--- src/rtl/i2s_rx_master_ctrl.sv ---
// Master-mode I2S receiver: derives BCLK/LRCLK from CLK, deserialises ADCDAT
// and hands out left/right pairs over a valid/ready port with sticky overrun.
module i2s_rx_master_ctrl #(
  parameter int wordLength = 16,
  parameter int slotLength = 32,
  parameter int clkDiv     = 4
) (
  input  logic                  CLK,
  input  logic                  RST,
  input  logic                  enable,
  input  logic                  ADCDAT,
  output logic                  BCLK,
  output logic                  LRCLK,
  output logic [wordLength-1:0] leftWord,
  output logic [wordLength-1:0] rightWord,
  output logic                  sampleValid,
  input  logic                  sampleReady,
  output logic                  overrun,
  input  logic                  clearOverrun
);

  localparam int DivW = (clkDiv > 1) ? $clog2(clkDiv) : 1;
  localparam int BitW = (slotLength > 1) ? $clog2(slotLength) : 1;
  localparam logic [DivW-1:0] DivLast = DivW'(clkDiv - 1);
  localparam logic [BitW-1:0] BitLast = BitW'(slotLength - 1);
  localparam logic [BitW-1:0] WordEnd = BitW'(wordLength);

  typedef enum logic [1:0] {IDLE, LEFT, RIGHT} stateType;

  stateType              state;
  logic [DivW-1:0]       divCnt;
  logic [BitW-1:0]       bitCnt;
  logic [wordLength-1:0] shiftReg;
  logic [wordLength-1:0] leftHold;
  logic                  pairPending;
  logic                  inWord;
  logic [wordLength-1:0] shiftNext;

  // Bit positions 1..wordLength carry data; position 0 is the I2S one-bit delay.
  assign inWord    = (bitCnt != '0) && (bitCnt <= WordEnd);
  assign shiftNext = {shiftReg[wordLength-2:0], ADCDAT};

  always_ff @(posedge CLK) begin
    if (RST) begin
      state       <= IDLE;
      divCnt      <= '0;
      bitCnt      <= '0;
      shiftReg    <= '0;
      leftHold    <= '0;
      pairPending <= 1'b0;
      BCLK        <= 1'b0;
      LRCLK       <= 1'b0;
      leftWord    <= '0;
      rightWord   <= '0;
      sampleValid <= 1'b0;
      overrun     <= 1'b0;
    end else begin
      pairPending <= 1'b0;
      case (state)
        IDLE: begin
          divCnt <= '0;
          bitCnt <= '0;
          BCLK   <= 1'b0;
          LRCLK  <= 1'b0;
          if (enable) state <= LEFT;
        end
        default: begin
          if (divCnt == DivLast) begin
            divCnt <= '0;
            BCLK   <= ~BCLK;
            if (!BCLK) begin
              if (inWord) shiftReg <= shiftNext;
              if (bitCnt == WordEnd) begin
                if (state == LEFT) leftHold <= shiftNext;
                else pairPending <= 1'b1;
              end
            end else if (bitCnt == BitLast) begin
              bitCnt <= '0;
              if (state == LEFT) begin
                state <= RIGHT;
                LRCLK <= 1'b1;
              end else begin
                state <= enable ? LEFT : IDLE;
                LRCLK <= 1'b0;
              end
            end else begin
              bitCnt <= bitCnt + 1'b1;
            end
          end else begin
            divCnt <= divCnt + 1'b1;
          end
        end
      endcase

      // A pending pair loads if the output slot is free or drains this cycle.
      if (pairPending && (!sampleValid || sampleReady)) begin
        leftWord    <= leftHold;
        rightWord   <= shiftReg;
        sampleValid <= 1'b1;
      end else if (sampleValid && sampleReady) begin
        sampleValid <= 1'b0;
      end

      if (pairPending && sampleValid && !sampleReady) overrun <= 1'b1;
      else if (clearOverrun) overrun <= 1'b0;
    end
  end

endmodule

--- config.mk ---
export PLATFORM = sky130hd
export DESIGN_NAME = i2s_rx_master_ctrl
export DESIGN_NICKNAME = d
export VERILOG_FILES = /design/src/rtl/i2s_rx_master_ctrl.sv
export SDC_FILE = /design/constraint.sdc
export NUM_CORES = 1
export LEC_CHECK = 0
export CORE_MARGIN = 8
export CORE_UTILIZATION = 37
export CTS_BUF_LIST = sky130_fd_sc_hd__clkbuf_4
export DETAILED_ROUTE_END_ITERATION = 10
export GPL_TIMING_DRIVEN = 0
export PLACE_DENSITY_LB_ADDON = 0.25
export SYNTH_ARGS = -nofsm -noshare
export SYNTH_HDL_FRONTEND = slang
export SYNTH_SLANG_ARGS = --single-unit
--- constraint.sdc ---
create_clock -name CLK -period 2.6 [get_ports CLK]
set_clock_uncertainty 0.1 [all_clocks]
set_input_delay 0.52 -clock CLK [delete_from_list [all_inputs] [get_ports CLK]]
set_output_delay 0.52 -clock CLK [all_outputs]
set_load 0.02 [all_outputs]
## After elaboration in Yosys (flattened, before gate mapping)

Cells that the tools add are included.

- Add/sub/neg operators: 2
- $lt $le $gt $ge: 1
- Eq/ne operators: 5
- Multiplexer cells: 14
- Bitwise logic cells: 4
- Reduce and logical (&&, ||, !) cells: 23

Operators by type and width:

| operator | count |
|---|---|
| $mux 2 | 6 |
| $eq 5x5->1 const B | 2 |
| $reduce_bool 2->1 | 5 |
| $reduce_and 4->1 | 2 |
| $mux 1 | 7 |
| $add 5x1->5 const B | 1 |
| $le 5x5->1 const B | 1 |
| $logic_and 1x1->1 | 5 |
| $mux 5 | 1 |
| $reduce_and 5->1 | 1 |
| $reduce_bool 5->1 | 1 |
| $reduce_or 5->1 | 1 |
| $not 1->1 | 4 |
| $reduce_and 3->1 | 1 |
| $reduce_or 3->1 | 1 |
| $add 2x1->2 const B | 1 |
| $eq 2x1->1 const B | 1 |
| $eq 2x2->1 const B | 1 |
| $logic_not 1->1 | 2 |
| $logic_not 2->1 | 1 |
| $ne 2x2->1 const B | 1 |
| $reduce_and 2->1 | 1 |
| $reduce_or 2->1 | 1 |
| $logic_or 1x1->1 | 1 |

- Register bits: 78
- Input port bits: 6
- Output and inout port bits: 36
- Word-level logic and storage cells: 61

## Depth between registers and ports, before layout

- Depth after elaboration: 6
- Mapped depth: 8
- Gate-level depth less buffers: 7

## Worst setup path after synthesis

Ideal clock, no wire load.

- Kind: register to register
- Start point: reg bitCnt[0]
- End point: reg shiftReg[14]
- Library setup time: 0.132 ns
- Arrival time: 1.830 ns
- Data required time: 2.368 ns
- Path slack: 0.537 ns
- Stages on the path, launching flop included: 9
- Cell sequence: dfxtp_1 -> inv_1 -> ha_1 -> nor3b_2 -> ha_1 -> or3b_4 -> clkbuf_2 -> o21ai_0 -> a21oi_1

- Word-level cells in the longest chain between the ends: 3
- Elaborated cells between the ends (all ways): 4
- Those cells by class: order compare: 1; reduce/logical: 3

RTL lines:

| item | RTL line | text |
|---|---|---|
| start, declared | 32 | `logic [BitW-1:0] bitCnt;` |
| start signal, assigned | 87 | `bitCnt <= bitCnt + 1'b1;` |
| $le 5x5->1 / $reduce_bool 5->1 (equally long branches) | 40 | `assign inWord = (bitCnt != '0) && (bitCnt <= WordEnd);` |
| $logic_and 1x1->1 * | 40 |  |
| $reduce_and 4->1 (no line) * | - |  |
| end signal, assigned | 72 | `if (inWord) shiftReg <= shiftNext;` |
| end, declared | 33 | `logic [wordLength-1:0] shiftReg;` |

Every way passes the cells marked *; elsewhere a longest branch is shown, timed or not.
A chain may end at the register's enable or synchronous reset.

## Worst setup path after layout

- Start point: reg bitCnt[0]
- End point: reg shiftReg[6]

The elaborated chain is that of the path after synthesis.

==> impl_metrics.ini <==
[placed_design]
place_hpwl_um = 5290
dp_cells = 510
port_buffers = 41
place_ws_ns = 0.226
dpl_cell_area_um2 = 3750
gp_congestion = 0.765

[worst_setup_path]
rrSetupSlack_ns = 0.29
crit_required_ns = 2.81
start_kind = register
cpMostUsedCell = ha_1
slowest_stage = dfxtp_1
worstSetupEndpointType = register
crit_type = register to register
cp_slowest_stage_delay_ns = 0.43
crit_chain = inv_1 > ha_1 > nor3b_2 > ha_1 > or3b_4 > clkbuf_2 > o21ai_0 > a21oi_1
critPathMaxFanout = 10
critical_path_arrival_ns = 2.52

[synthesis]
ys_top_cells_by_area = dfxtp_1, a21oi_1, nand3_1
async_reset_ff_frac = 0
syn_avg_cell_area_um2 = 8.87
synth_cell_types = 34
yosysTopAreaCellShare = 0.488
ys_warn_count = 0
synth_edf_count = 0
synth_top_cells_by_count = dfxtp_1, a21oi_1, nand3_1, o21ai_0, nand2b_1
syn_area_um2 = 3200
synth_ff_type = dfxtp_1
synth.most_common_cell = dfxtp_1
ys_seq_elements = 78
synth_seq_area_share = 0.488
synthesis.instances = 361
yosys.area.top_type = dfxtp_1
synth_nets = 372

[clock_tree]
cts_tree = yes
h-tree-depth = 3
cts_setup_buffers = 0
holdBufCountCts = 0
clock_latency_ns = 0.43
cts_buffer_depth = 2
cts_num_sinks = 78
clock-root-buffer = clkbuf_4
path_clk_slew_ns = 0.13
cts_buffers = 9
cts-resized-gates = 0

[global_routing]
antenna_found_initial = 0
grt_max_degree = 16
grt_overflow = 0
grt_use_total = 0.126
grt_pass1_vias = 2447
grt_pass1_wl_um = 11900

[timing]
fin_crit_ns = 2.31
worst_pin_slew_ns = 0.510
setup_viol = 0
hold_viol_final = 0
slew_headroom = 0.660
fin_crit_sh = 0.890
fin_ws_ns = 0.286
fmax_ghz = 0.432
maxSlewViolCount = 0
whs_ns = 0.333
rsz0062_at_grt = no
fin_tns_setup_ns = 0

[route]
drcViolationCount = 0
via_per_inst = 5.10
antenna_left = 0
wirelength_um = 7300
drt_iter0_markers = 207
routedWlPerCell_um = 13.9
first_pass_iters = 4
via_count = 2681

[final_layout]
instances_no_fill = 526
post-route-util = 0.456
nets = 424
postLayoutCellArea_um2 = 3890
layout-drive-gt1-share = 0.0694
area_delta_synth_final_pct = 21.6
diodes = 0

[floorplan]
die_w_um = 109
die_h_um = 109
io_pins = 42
core_area_um2 = 8550
initial_core_util = 0.374
die-area_um2 = 11900
rows = 34

[power]
peakVddDrop_v = 0.000233
p_leak_nw = 1.19
cellPowerDensity_nw_per_um2 = 521
power_mw = 2.03

[status]
status = finished, final reports clean

[worst_hold_path]
hold_class = register to register

[flow_run]
drv_cap = 0
placed cells by master, fill, tap and decap left out, types with 4 or more instances in the layout:
cell and n:
nor2_1 7, nand2b_1 36, clkdlybuf4s50_1 41, mux2i_1 16, buf_1 5, inv_1 4, ha_1 5, clkbuf_1 19
dfxtp_1 78, clkbuf_4 9, o21ai_0 49, nand3_1 51, a21oi_1 57
per-layer routing:
layer / vias up / part of all wire / GRT usage
met1: 1242 / 0.51 / 0.168
met3: 9 / 0.059 / 0.0390
li1: 1378 / - / -
met5: - / 0 / 0
met2: 52 / 0.42 / 0.184
met4: 0 / 0.018 / 0.0557
area by class of cell:
type / count / area (um^2)
inverter: 4 / 15.0
multi-input combinational: 246 / 1450
clock inverter: 7 / 80.1
timing repair buffer: 41 / 410
sequential: 78 / 1560
fill: 883 / 4660
buffer: 33 / 171
tap: 108 / 135
clock buffer: 9 / 67.6
registers in the layout (all words and copies together), names as in the netlist, 2 cells and up:
signal,cells
rightWord,16
bitCnt,5
shiftReg,16
leftHold,16
divCnt,2
state,2
leftWord,16
power breakdown:
group	internal [mW]	switching [mW]	total, mW
combinational	0.0270	0.0456	0.0725
clock	0.302	0.452	0.754
sequential	1.20	0.00277	1.20
critical path, delay by kind of cell, from the launching register on:
family / cells / cell delay (ns)
AOI/OAI and AO/OA: 2 / 0.28
adders and majority gates: 2 / 0.52
buffers and inverters: 2 / 0.26
DFF: 1 / 0.43
and+or+nand+nor: 2 / 0.59
kinds of logic (layout without fill, tap and decap cells):
family | Yosys count | in the layout | share of synthesized area
AND/OR/NAND/NOR | 115 | 115 | 0.210
buffers and inverters | 37 | 94 | 0.0582
AO/OA/AOI/OAI | 109 | 109 | 0.172
XOR/XNOR | 1 | 1 | 0.00274
multiplexers | 16 | 16 | 0.0500
flip-flops | 78 | 78 | 0.488
adder cells (fa/ha/maj) | 5 | 5 | 0.0195
final timing paths:
check	depth (start not counted)	from	endpoint
worst min-delay path	1	divCnt[0]	divCnt[0]
worst max register to register	8	bitCnt[0]	shiftReg[6]
worst min register to register	1	divCnt[0]	divCnt[0]
worst max-delay path	8	bitCnt[0]	shiftReg[6]
Power figures use the tool's default switching activity.
